`config.mk`:
```
export PLATFORM = sky130hd
export DESIGN_NAME = let_stage_fifo_flat
export DESIGN_NICKNAME = d
export VERILOG_FILES = /design/src/rtl/let_stage_fifo_pkg.sv /design/src/rtl/let_stage_fifo_if.sv /design/src/rtl/let_stage_ptr.sv /design/src/rtl/let_stage_fifo.sv /design/src/flat_wrapper.sv
export SDC_FILE = /design/constraint.sdc
export NUM_CORES = 1
export LEC_CHECK = 0
export CAP_MARGIN = 0
export CORE_MARGIN = 8
export CORE_UTILIZATION = 54
export CTS_CLUSTER_SIZE = 25
export DETAILED_ROUTE_END_ITERATION = 10
export HOLD_SLACK_MARGIN = 0.12
export PLACE_DENSITY = 0.76
export SETUP_SLACK_MARGIN = 0.15
export SYNTH_ARGS = -nofsm -noshare
export SYNTH_HDL_FRONTEND = slang
export SYNTH_SLANG_ARGS = --single-unit
```
`constraint.sdc`:
```
create_clock -name i_clk -period 2.4 [get_ports i_clk]
set_input_delay 0.24 -clock i_clk [delete_from_list [all_inputs] [get_ports i_clk]]
set_output_delay 0.24 -clock i_clk [all_outputs]
set_load 0.02 [all_outputs]
```
`src/rtl/let_stage_fifo_pkg.sv`:
```
// Shared defaults and helpers for the let_stage_fifo slice.
package let_stage_fifo_pkg;

  localparam int unsigned WIDTH_DEFAULT = 10;
  localparam int unsigned DEPTH_DEFAULT = 4;

  // Count must reach DEPTH itself, hence one bit more than the pointer.
  function automatic int unsigned count_width(input int unsigned depth);
    return $clog2(depth) + 1;
  endfunction

endpackage

```
`src/rtl/let_stage_fifo_if.sv`:
```
// Valid/ready handshake bundle between a producer/consumer and the FIFO stage.
interface let_stage_fifo_if
  import let_stage_fifo_pkg::*;
#(
  parameter int unsigned WIDTH = WIDTH_DEFAULT,
  parameter int unsigned DEPTH = DEPTH_DEFAULT
) ();

  logic                          i_valid;
  logic                          o_ready;
  logic [WIDTH-1:0]              i_data;
  logic                          o_valid;
  logic                          i_ready;
  logic [WIDTH-1:0]              o_data;
  logic [count_width(DEPTH)-1:0] o_count;

  modport master (
    output i_valid, i_data, i_ready,
    input  o_ready, o_valid, o_data, o_count
  );

  modport slave (
    input  i_valid, i_data, i_ready,
    output o_ready, o_valid, o_data, o_count
  );

endinterface

```
`src/rtl/let_stage_ptr.sv`:
```
// Wrapping FIFO pointer with synchronous clear and increment.
module let_stage_ptr
  import let_stage_fifo_pkg::*;
#(
  parameter int unsigned DEPTH = DEPTH_DEFAULT
) (
  input  logic                     i_clk,
  input  logic                     i_rst,
  input  logic                     i_clear,
  input  logic                     i_inc,
  output logic [$clog2(DEPTH)-1:0] o_ptr
);

  localparam int unsigned PW = $clog2(DEPTH);

  logic [PW-1:0] ptr_q, ptr_d;

  always_comb begin
    ptr_d = ptr_q;
    if (i_clear) begin
      ptr_d = '0;
    end else if (i_inc) begin
      ptr_d = (ptr_q == PW'(DEPTH - 1)) ? '0 : ptr_q + 1'b1;
    end
  end

  always_ff @(posedge i_clk or posedge i_rst) begin
    if (i_rst) begin
      ptr_q <= '0;
    end else begin
      ptr_q <= ptr_d;
    end
  end

  assign o_ptr = ptr_q;

endmodule

```
`src/rtl/let_stage_fifo.sv`:
```
// Registered FIFO stage: valid/ready in and out, no fall-through, sync flush.
module let_stage_fifo
  import let_stage_fifo_pkg::*;
#(
  parameter int unsigned WIDTH = WIDTH_DEFAULT,
  parameter int unsigned DEPTH = DEPTH_DEFAULT
) (
  input  logic             i_clk,
  input  logic             i_rst,
  input  logic             i_clear,
  let_stage_fifo_if.slave  bus
);

  localparam int unsigned PW = $clog2(DEPTH);
  localparam int unsigned CW = count_width(DEPTH);

  logic [WIDTH-1:0] mem_q [DEPTH];
  logic [CW-1:0]    count_q, count_d;
  logic [PW-1:0]    wr_ptr, rd_ptr;
  logic             push, pop;

  // Handshake flags depend on stored count only, so o_ready never sees i_ready.
  assign bus.o_ready = (count_q < CW'(DEPTH));
  assign bus.o_valid = (count_q != '0);
  assign bus.o_data  = mem_q[rd_ptr];
  assign bus.o_count = count_q;

  assign push = bus.i_valid & bus.o_ready;
  assign pop  = bus.o_valid & bus.i_ready;

  let_stage_ptr #(
    .DEPTH (DEPTH)
  ) u_wr_ptr (
    .i_clk   (i_clk),
    .i_rst   (i_rst),
    .i_clear (i_clear),
    .i_inc   (push),
    .o_ptr   (wr_ptr)
  );

  let_stage_ptr #(
    .DEPTH (DEPTH)
  ) u_rd_ptr (
    .i_clk   (i_clk),
    .i_rst   (i_rst),
    .i_clear (i_clear),
    .i_inc   (pop),
    .o_ptr   (rd_ptr)
  );

  always_comb begin
    count_d = count_q;
    if (i_clear) begin
      count_d = '0;
    end else if (push && !pop) begin
      count_d = count_q + 1'b1;
    end else if (pop && !push) begin
      count_d = count_q - 1'b1;
    end
  end

  always_ff @(posedge i_clk or posedge i_rst) begin
    if (i_rst) begin
      count_q <= '0;
    end else begin
      count_q <= count_d;
    end
  end

  // Flush leaves contents alone; a push racing a flush is dropped.
  always_ff @(posedge i_clk or posedge i_rst) begin
    if (i_rst) begin
      for (int i = 0; i < DEPTH; i++) begin
        mem_q[i] <= '0;
      end
    end else if (push && !i_clear) begin
      mem_q[wr_ptr] <= bus.i_data;
    end
  end

endmodule

```
`src/flat_wrapper.sv`:
```
// flat-port wrapper written by rule: the top's interface ports become plain ports
module let_stage_fifo_flat import let_stage_fifo_pkg::*;
#(
  parameter int unsigned WIDTH = WIDTH_DEFAULT,
  parameter int unsigned DEPTH = DEPTH_DEFAULT
)
  (i_clk, i_rst, i_clear, bus_i_valid, bus_i_data, bus_i_ready, bus_o_ready, bus_o_valid, bus_o_data, bus_o_count);
  let_stage_fifo_if #(.WIDTH(WIDTH), .DEPTH(DEPTH)) bus_i ();
  input  logic i_clk;
  input  logic i_rst;
  input  logic i_clear;
  input wire logic [$bits(bus_i.i_valid)-1:0] bus_i_valid;
  input wire logic [$bits(bus_i.i_data)-1:0] bus_i_data;
  input wire logic [$bits(bus_i.i_ready)-1:0] bus_i_ready;
  output wire logic [$bits(bus_i.o_ready)-1:0] bus_o_ready;
  output wire logic [$bits(bus_i.o_valid)-1:0] bus_o_valid;
  output wire logic [$bits(bus_i.o_data)-1:0] bus_o_data;
  output wire logic [$bits(bus_i.o_count)-1:0] bus_o_count;
  assign bus_i.i_valid = bus_i_valid;
  assign bus_i.i_data = bus_i_data;
  assign bus_i.i_ready = bus_i_ready;
  assign bus_o_ready = bus_i.o_ready;
  assign bus_o_valid = bus_i.o_valid;
  assign bus_o_data = bus_i.o_data;
  assign bus_o_count = bus_i.o_count;
  let_stage_fifo #(.WIDTH(WIDTH), .DEPTH(DEPTH)) u_core (.i_clk(i_clk), .i_rst(i_rst), .i_clear(i_clear), .bus(bus_i));
endmodule
```
==> metrics.md <==
| Metric | Value |
|---|---|
| Outcome | completed |
| CTS max path bufs | 2 |
| H-tree levels | 2 |
| Multi-input gate area | 1030 um2 |
| Relative slew slack | 71.4% |
| Syn Std Cell Area | 2300 um2 |
| Die height | 81.3 um |
| R2r setup slk | 410 ps |
| Vias in the first global route | 1494 |
| Most frequent cell after synthesis | dfrtp_1 |
| Critical setup path kind | flop to output port |
| Num CTS Buffers | 5 |
| Combinational power share | 41.0% |
| Design area | 2760 um2 |
| Avg WL per Cell | 18.8 um |
| Period minus WS final | 2190 ps |
| CTS tree | yes |
| Maxcap violations | 0 |
| Final non-filler cell total | 243 |
| HP Class | input pin to asynchronous set/reset pin |
| CORE AREA | 4060 um2 |
| Distinct cells, synth | 33 |
| Yosys reg bits | 47 |
| Die X | 81.3 um |
| Switching Share | 31.6% |
| Seq. cell area | 1180 um2 |
| Final WL | 4560 um |
| Final Hold Violating Endpoints | 0 |
| Fillers | 286 |
| Worst-skew pair later-pin latency | 300 ps |
| Clk slew on worst S/H paths | 90 ps |
| Share of the synthesized area in the top cell type | 51.1% |
| Gpl congestion | 0.761 |
| Worst slew pin tran | 426 ps |
| Achievable Freq | 457 MHz |
| Commonest cells post-synth | dfrtp_1, mux2_2, mux4_2, inv_1, nand2_1 |
| Area contributors post-synth | dfrtp_1, mux2_2, mux4_2 |
| Cells on worst reg2reg path | 6 |
| Ys Warns | 0 |
| Post-layout nets | 213 |
| WP data arrival | 1950 ps |
| Dpl cells | 235 |
| Number of I/O pins | 30 |
| Leakage power | 1.18 nW |
| Die footprint | 6610 um2 |
| R2r endpoint | u_core.bus.o_count[1] |
| Sequential area share after synthesis | 51.1% |
| R2R Path Start | u_core.bus.o_count[0] |
| Post-placement cell area | 2640 um2 |
| Setup violations, final | 0 |
| Ys flop type | dfrtp_1 |
| Syn-to-layout area delta | 19.8% |
| Syn Inst Count | 160 |
| Final period util | 91.2% |
| Vias/cell | 5.69 |
| Max Slew Vio Count | 0 |
| Initial DRT Pass Iterations | 4 |
| Async SR Flop Fraction | 100% |
| CP max FO | 12 |
| Share of power burned in registers | 41.0% |
| Root buf cell | clkbuf_8 |
| Pwr dens | 1210 nW/um2 |
| Overflow after GRT | 0 |
| Detail Route Antenna Nets | 0 |
| Setup_tns | 0 ps |
| Yosys top cell by area | dfrtp_1 |
| Post-synth EDFFs | 0 |
| CP required | 2160 ps |
| DP HPWL | 3220 um |
| Int Power | 2.29 mW |
| VDD IR max | 0.779 mV |
| Clock power frac | 18.0% |
| Core Rows | 23 |
| Layout cells sized above 1 | 37.8% |
| Skew final | 5.22 ps |
| Initial DRC count | 64 |
| Via count | 1383 |
| Clock sink count | 47 |
| First-pass GRT wire length | 7560 um |
| Syn_area_per_cell | 14.4 um2 |
| Post-CTS setup buffers | 0 |
| DRC viols | 0 |
| Crit. End Element | output port |
| Total power | 3.35 mW |
| Largest net degree at the start of global routing | 48 |
| Initial Util | 56.7% |
| Port Buffers | 29 |
| Initial antenna violation count | 0 |
| Diodes inserted | 0 |
| P_sw | 1.06 mW |
| Global-route usage over all layers | 14.9% |
| Unrepaired setup endpoints after global routing | yes |
| Syn Nets | 181 |
| Final core occ | 68.0% |
| Worst setup SP type | flop |
flip-flops by register name, indices dropped and copies added, names as in the netlist:
signal	flops
u_core.mem_q	40
u_core.bus.o_count	3
u_core.u_rd_ptr.o_ptr	2
u_core.u_wr_ptr.o_ptr	2
timing repair:
action	CTS	global route
resized for setup	2	1
pin swaps	0	0
hold buffers	0	0
setup endpoints to repair	10	6
cloned	0	0
worst max path at each step:
stage	start	endpoint	cells past startpoint
after detailed placement	bus_i_valid	u_core.bus.o_count[1]	7
after global routing	u_core.u_rd_ptr.o_ptr[0]	bus_o_data[4]	2
final	u_core.u_rd_ptr.o_ptr[0]	bus_o_data[7]	2
after floorplan	u_core.bus.o_count[0]	u_core.bus.o_count[1]	7
after global placement	u_core.u_rd_ptr.o_ptr[0]	bus_o_data[4]	2
after CTS	u_core.u_rd_ptr.o_ptr[1]	bus_o_data[0]	2
power groups by stage:
stage	sequential, mW	combinational, mW	clock [mW]
3_5_place_dp	1.39	1.39	0
3_3_place_gp	1.35	1.34	0
6_report	1.37	1.37	0.603
5_1_grt	1.42	1.47	0.645
4_1_cts	1.38	1.39	0.612
2_1_floorplan	1.29	0.959	0
cells by family (layout without fill, tap and decap cells):
| kind of cell | Yosys count | in the layout | share of synthesized area (%) |
|---|---|---|---|
| mux | 51 | 51 | 29.8 |
| flops | 47 | 47 | 51.1 |
| simple gates | 24 | 24 | 6.36 |
| buf+inv | 16 | 49 | 4.35 |
| compound gates | 14 | 14 | 4.08 |
| fa+ha+maj | 6 | 6 | 3.59 |
| xor+xnor | 2 | 2 | 0.761 |
per-stage QoR:
| stage | hold WS, ps | setup slack (ps) |
|---|---|---|
| after detailed placement | 491 | 192 |
| final | 284 | 210 |
| after global placement | 484 | 265 |
| after global routing | 303 | 138 |
| after CTS | 293 | 170 |
| after floorplan | 392 | 497 |
per-layer routing:
layer / global-route usage (%) / vias to the layer above / routed length (um)
met5: 0 / - / 0
met4: 5.18 / 0 / 77
met3: 4.30 / 9 / 238
met2: 24.6 / 30 / 2330
met1: 18.3 / 709 / 1920
li1: - / 635 / -
critical path, stage by stage (launching register included):
cell,delay [ps]
dfrtp_4,560
mux4_2,540
clkdlybuf4s50_1,560
cell type report:
cell class              instances  area share, %
flip-flops and latches         47           42.8
clock inverters                 2           1.27
inverters                       6          0.817
multi-input cells              97           37.2
clock buffers                   6           2.99
repair buffers                 35           12.6
well taps                      50           2.27
placed cells by master, fill, tap and decap left out, types with 2 or more instances in the layout:
cell type / netlist / layout
clkbuf_8: 0 / 6
inv_1: 6 / 5
o31ai_1: 2 / 2
clkdlybuf4s50_1: 0 / 29
ha_1: 5 / 5
mux4_2: 10 / 10
or3_1: 2 / 2
and2_2: 3 / 3
a21oi_1: 4 / 4
mux2_2: 40 / 40
o21ai_0: 2 / 2
buf_4: 1 / 5
xnor2_1: 2 / 2
dfrtp_1: 47 / 45
nor2_1: 5 / 5
nand2_1: 6 / 6
Power figures use the tool's default switching activity.
